--- config.mk ---
export PLATFORM = sky130hd
export DESIGN_NAME = sequential_divider
export DESIGN_NICKNAME = d
export VERILOG_FILES = /design/src/rtl/sequential_divider.sv
export SDC_FILE = /design/constraint.sdc
export NUM_CORES = 1
export LEC_CHECK = 0
export ABC_AREA = 1
export BUFFER_PORTS_ARGS = -buffer_cell sky130_fd_sc_hd__buf_2
export CAP_MARGIN = 20
export CORE_MARGIN = 4
export CORE_UTILIZATION = 60
export DETAILED_ROUTE_END_ITERATION = 8
export GPL_TIMING_DRIVEN = 0
export PLACE_DENSITY_LB_ADDON = 0.12
export SLEW_MARGIN = 20
export SYNTH_ARGS = -nofsm -noshare
export SYNTH_HDL_FRONTEND = slang
export SYNTH_SLANG_ARGS = --single-unit
--- constraint.sdc ---
create_clock -name clk -period 2.4 [get_ports clk]
set_clock_uncertainty 0.05 [all_clocks]
set_input_delay 0.36 -clock clk [delete_from_list [all_inputs] [get_ports clk]]
set_output_delay 0.36 -clock clk [all_outputs]
set_load 0.005 [all_outputs]
--- src/rtl/sequential_divider.sv ---
// rtl/sequential_divider.sv - restoring shift-subtract ratio unit, q_out = min(255, osc*256/divisor)
module sequential_divider #(
   parameter int IN_W = 16,
   parameter int Q_W  = 8
) (
   input  logic            clk,
   input  logic            nrst,
   input  logic            sample_now,
   input  logic [IN_W-1:0] divisor,
   input  logic [IN_W-1:0] oscillator_out,
   output logic [Q_W-1:0]  q_out
);
   localparam int R_W = IN_W + 1;
   localparam int C_W = $clog2(Q_W + 1);
   localparam logic [C_W-1:0] LAST_CNT = C_W'(Q_W - 1);

   typedef enum logic [1:0] {IDLE, DIVIDE, DONE} state_t;

   state_t          state_q, state_d;
   logic [R_W-1:0]  rem_q, rem_d;
   logic [IN_W-1:0] den_q, den_d;
   logic [Q_W-1:0]  quo_q, quo_d;
   logic [C_W-1:0]  cnt_q, cnt_d;
   logic            sat_q, sat_d;
   logic [Q_W-1:0]  q_out_q, q_out_d;

   logic [R_W-1:0]  rem_shift;
   logic [R_W-1:0]  den_ext;
   logic            quo_bit;

   always_comb begin
      state_d   = state_q;
      rem_d     = rem_q;
      den_d     = den_q;
      quo_d     = quo_q;
      cnt_d     = cnt_q;
      sat_d     = sat_q;
      q_out_d   = q_out_q;
      rem_shift = {rem_q[R_W-2:0], 1'b0};
      den_ext   = {1'b0, den_q};
      quo_bit   = 1'b0;
      case (state_q)
         IDLE: begin
            if (sample_now) begin
               rem_d   = {1'b0, oscillator_out};
               den_d   = divisor;
               quo_d   = '0;
               cnt_d   = '0;
               // Quotient would not fit in Q_W fractional bits; iterations still run for fixed latency.
               sat_d   = (divisor == '0) || (oscillator_out >= divisor);
               state_d = DIVIDE;
            end
         end
         DIVIDE: begin
            if (rem_shift >= den_ext) begin
               rem_d   = rem_shift - den_ext;
               quo_bit = 1'b1;
            end else begin
               rem_d   = rem_shift;
            end
            quo_d = {quo_q[Q_W-2:0], quo_bit};
            cnt_d = cnt_q + C_W'(1);
            if (cnt_q == LAST_CNT) begin
               state_d = DONE;
            end
         end
         DONE: begin
            q_out_d = sat_q ? '1 : quo_q;
            state_d = IDLE;
         end
         default: state_d = IDLE;
      endcase
   end

   always_ff @(posedge clk or negedge nrst) begin
      if (!nrst) begin
         state_q <= IDLE;
         rem_q   <= '0;
         den_q   <= '0;
         quo_q   <= '0;
         cnt_q   <= '0;
         sat_q   <= 1'b0;
         q_out_q <= '0;
      end else begin
         state_q <= state_d;
         rem_q   <= rem_d;
         den_q   <= den_d;
         quo_q   <= quo_d;
         cnt_q   <= cnt_d;
         sat_q   <= sat_d;
         q_out_q <= q_out_d;
      end
   end

   assign q_out = q_out_q;
endmodule

# Word-level counts from Yosys, hierarchy flattened
# Index checks and enable logic that the tools add are counted.
classes:
  muxes: 12
  n_eq_ne: 5
  add_sub_neg: 2
  n_lt_le_gt_ge: 2
  reduce_logical: 7
ops:
  columns: ["cell", "n"]
  rows:
  - ["$mux 16", 2]
  - ["$pmux 16 s2", 1]
  - ["$ge 17x16->1", 1]
  - ["$ge 16x16->1", 1]
  - ["$logic_not 16->1", 1]
  - ["$mux 8", 2]
  - ["$pmux 8 s2", 1]
  - ["$sub 16x16->16", 1]
  - ["$pmux 4 s2", 1]
  - ["$reduce_and 2->1", 3]
  - ["$add 4x1->4 const B", 1]
  - ["$eq 4x3->1 const B", 1]
  - ["$mux 2", 2]
  - ["$mux 4", 1]
  - ["$ne 2x2->1 const B", 2]
  - ["$pmux 2 s2", 1]
  - ["$eq 2x1->1 const B", 1]
  - ["$eq 2x2->1 const B", 1]
  - ["$logic_not 2->1", 1]
  - ["$reduce_bool 2->1", 1]
  - ["$logic_or 1x1->1", 1]
  - ["$mux 1", 1]
word_totals:
  reg_bits: 55
  input_bits: 35
  elab_cells: 35

# Logic depth before layout (Yosys ltp)
depth:
  depth_word: 3
  depth_mapped: 16

# Least setup slack after synthesis
# Ideal clock, no wire load.
synth_timing:
  path_kind: "reg2reg"
  from: "register den_q[1]"
  to: "register rem_q[4]"
  setup_time_ns: 0.113
  slack_ns: 0.499
  path_stages_with_launch: 15
  arrival_ns: 1.739
  required_time_ns: 2.237
  path_cell_list: "dfrtp_1 -> inv_1 -> ha_1 -> ha_1 -> nand2_1 -> nor2_1 -> nand3_2 -> nor2_4 -> nor2_4 -> nand2_4 -> buf_12 -> o21ai_1 -> nand2_1 -> nand2_1 -> inv_1"
synth_between:
  elab_chain_cells: 3
  word_cells_on_any_way: 4
  cone_classes: "1 x add/sub; 1 x order compare; 2 x mux"
synth_rtl:
  columns: ["item", "line_no", "rtl"]
  rows:
  - ["start, declared", "21", "logic [IN_W-1:0] den_q, den_d;"]
  - ["start signal, assigned", "87", "den_q <= den_d;"]
  - ["$sub 16x16->16 / $ge 17x16->1 (equally long branches)", "56, 55", null]
  - ["$mux 16 (*)", "55", "if (rem_shift >= den_ext) begin"]
  - ["$pmux 16 s2 (*)", "42", "case (state_q)"]
  - ["end signal, assigned", "86", "rem_q <= rem_d;"]
  - ["end, declared", "20", "logic [R_W-1:0] rem_q, rem_d;"]
# Mark *: on every way between the ends. The rest lies on a longest branch, timed or not.
# A chain may end at the register's enable or synchronous reset.

# Worst setup path in the final report
layout_timing:
  from: "register rem_q[1]"
  to: "register rem_q[3]"
layout_between:
  elab_chain_cells: 3
  word_cells_on_any_way: 4
  cone_classes: "1 x add/sub; 1 x order compare; 2 x mux"
layout_rtl:
  columns: ["item", "line_no"]
  rows:
  - ["$sub 16x16->16 / $ge 17x16->1 (equally long branches)", "56, 55"]
  - ["$mux 16 (*)", "55"]
  - ["$pmux 16 s2 (*)", "42"]
# Marks and branches as above.

==> summary.txt <==
Run status
  – Status: finished, final reports clean

Power and ir drop
  – Internal Pwr Total: approximately 0.0036 W
  – Part of the power in registers: 0.223
  – Net Sw Power: 0.00385 W
  – Combinational power share: 0.709
  – Clk network pwr share: 0.068
  – Pwr Density: around 1700 nW/um2
  – Switching part of the total power: 0.517
  – VDD IR max: 1.00 mV
  – Lkg Pwr: ~2.5 nW

Cells and area
  – Area growth syn-to-layout: 10.0%
  – ANT cells: 0
  – Final Non-Filler Cells: 695
  – Final nets: 686
  – Leading cell type in the layout, fill and taps excluded: nand2_1
  – Final instance area: 4500 um2
  – Share of cells above drive strength 1: 0.162
  – Register Area: 1380 um2
  – Area of the multi-input gates: 2210 um2
  – Filler cells: 575
  – Most frequent cells in the layout: nand2_1 (128), inv_1 (104), dfrtp_1 (55), buf_2 (43), nor2_1 (42)

Worst setup path
  – CP cell instances: ha_1 -> nand2_1 -> nand2_1 -> nand2_1 -> nand2_2 -> nand2_1 -> nand3_2 -> nand2_4 -> nand2_4 -> buf_12 -> o21ai_1 -> nand2_1 -> nand2_1 -> inv_1
  – CP Class: reg -> reg
  – Worst setup EP type: flop
  – Crit path from: rem_q[1]$_DFFE_PN0P_
  – Largest delay share family, worst path: simple AND/OR/NAND/NOR gates
  – Max incr delay on CP: 0.40 ns
  – Buffers plus inverters on the worst setup path: 2
  – CP max FO: 10
  – CP dominant cell by count: nand2_1
  – Startpoint type of the worst setup path: flop
  – Worst R2R Start: rem_q[1]$_DFFE_PN0P_
  – WP data arrival: ~2.3 ns
  – Critical Path RT: 2.56 ns
  – Worst path slowest cell: dfrtp_1
  – Worst R2R Path Depth: 14
  – Critical path depth in cells: 14

Timing
  – Setup TNS: 0 ns
  – Final Hold Fails: 0
  – Final min period: 2.17 ns
  – Final setup viols: 0
  – Final setup margin: 0.227 ns
  – Fmax: 460 MHz
  – Final period util: 0.905
  – Slew Limit Fails: 0
  – Worst Tran Pin Value: 0.691 ns
  – Rel. slew slack: 0.539
  – RSZ-0062 raised after global routing: false

Global route
  – Gr ovfl total: 0
  – Overall Global Routing Usage: 0.255
  – Initial antenna violation count: 0
  – Vias in the first global route: 3683
  – Pin count of the biggest net entering global routing: 56
  – First-pass GRT wire length: 17000 um

Synth
  – Unique masters post-synth: 41
  – Leading cell types by total area after synthesis: dfrtp_1 (34%), nand2_1 (12%), ha_1 (10%)
  – Synthesis Warnings: 0
  – Synth Register Bits: 55
  – Mapped cell area: 4090 um2
  – Synthesized net count: 635
  – Post-synth top area share: 0.336
  – Largest family of logic cells by synthesized area: simple AND/OR/NAND/NOR gates
  – Adder-cell share of the synthesized area: 0.106
  – Post-synth top area cell: dfrtp_1
  – Syn Area/Cell: about 7.2 um2
  – EDFF count, synth: 0
  – Top FF cell, synth: dfrtp_1
  – Mux contribution to synthesized area: 0
  – Synth Area in Compound Gates: 0.118
  – Sequential area share after synthesis: 0.336
  – Post-Synth XOR/XNOR Area: 0.0193
  – Simple-Gate Fraction of Synth Area: 0.297
  – Post-synth ARST share: 1.00
  – Synth Instances: 566

Place
  – Port Buf Inserts: 42
  – Pre-CTS setup slack: approximately 0.16 ns
  – Post-Place Cell Area: 4400 um2
  – Final HPWL DP: 8180 um
  – Gpl congestion: 0.956
  – Post-Place Cells: 685

Die
  – Core ar.: 6490 um2
  – Die span in x: between 90 and 100 um
  – DIE AREA: 8200 um2
  – Ports: 43
  – Num rows: 29
  – Die Y: 90.6 um
  – Initial core utilization: 0.630

Clocking
  – Htree depth: 2
  – Cts repair resizes: 0
  – Clk buf depth: 2
  – Clk sinks: between 50 and 60
  – CTS tree: yes
  – CTS Root Buffer Type: clkbuf_8
  – Worst-Skew Late Latency: about 0.32 ns
  – Num CTS Buffers: 5
  – Clk slew on worst S/H paths: 0.09 ns

Detailed routing
  – Initial DRC Count: 239
  – Number of routed nets with antenna violations: 0
  – Final wirelength: a little over 10000 um
  – DRT Pass-1 Iters: 5
  – DR vias: 3860
  – WL/cell: 14.8 um
  – Vias per cell: roughly 5.6
  – Drt drc: 0

Worst hold path
  – HP Class: in -> async

Flow run
  – Maxcap violations: 0
-- kinds of logic (layout without fill, tap and decap cells) --
logic type,after synthesis,in the layout
fa+ha+maj,34,34
flops,55,55
compound gates,86,86
simple gates,259,259
xor+xnor,9,9
buf+inv,123,175
-- sequential cells by signal (all words and copies together), names as in the netlist --
name and count:
state_q 2, quo_q 8, sat_q 1, den_q 16, rem_q 16, q_out 8, cnt_q 4
-- layout make-up --
type,count,area share
Clock buffer,6,0.0161
Multi-Input combinational cell,388,0.491
Tap cell,77,0.0214
Timing Repair Buffer,44,0.0506
Clock inverter,2,0.00278
Sequential cell,55,0.306
Inverter,109,0.0915
Buffer,14,0.0206
-- per-stage QoR --
step / hold slack (ns) / total power [W] / utilization
2_1_floorplan: 0.0144 / 0.00566 / -
3_3_place_gp: 0.420 / 0.00669 / 0.677
3_5_place_dp: 0.388 / 0.00684 / 0.678
4_1_cts: 0.0554 / 0.00736 / 0.691
5_1_grt: 0.0819 / 0.00822 / 0.693
6_report: 0.0300 / 0.00745 / 0.693
-- Yosys cell counts, drive strengths merged (5+ instances only) --
cell and number:
nor2 51, xor2 6, buf 6, o21ai 38, clkbuf 8, dfrtp 55, nor3 6, nand3 41
a21oi 31, o22ai 7, ha 33, nand4 5, inv 109, nand2 143
-- what timing repair did --
action,in CTS,in global routing
endpoints found under the hold margin,0,0
setup buffers,0,2
hold buffers,0,0
setup endpoints to repair,0,1
-- power groups by stage --
| stage | clock network, W | registers [W] | logic [W] |
|---|---|---|---|
| final | 0.000503 | 0.00166 | 0.00528 |
| after global routing | 0.000548 | 0.00172 | 0.00595 |
| after CTS | 0.000511 | 0.00166 | 0.00519 |
| after detailed placement | 0 | 0.00168 | 0.00516 |
| after global placement | 0 | 0.00166 | 0.00503 |
| after floorplan | 0 | 0.00162 | 0.00403 |
-- metal layers --
metal | vias to the layer above | GRT usage | part of all wire
met2 | 126 | 0.426 | 0.48
met1 | 1828 | 0.337 | 0.45
met5 | - | 0 | 0
met3 | 19 | 0.0442 | 0.055
li1 | 1887 | - | -
met4 | 0 | 0.0791 | 0.021
-- path summary, 6_finish.rpt --
kind,end,slack [ns]
max,rem_q[3]$_DFFE_PN0P_,0.23
min,den_q[13]$_DFFE_PN0P_,0.03
max reg2reg,rem_q[3]$_DFFE_PN0P_,0.23
min reg2reg,state_q[1]$_DFFE_PN0P_,0.44
max in group asynchronous,den_q[5]$_DFFE_PN0P_,1.81
min in group clk,den_q[9]$_DFFE_PN0P_,0.23
Note: power is estimated with default switching activity, not from simulation.
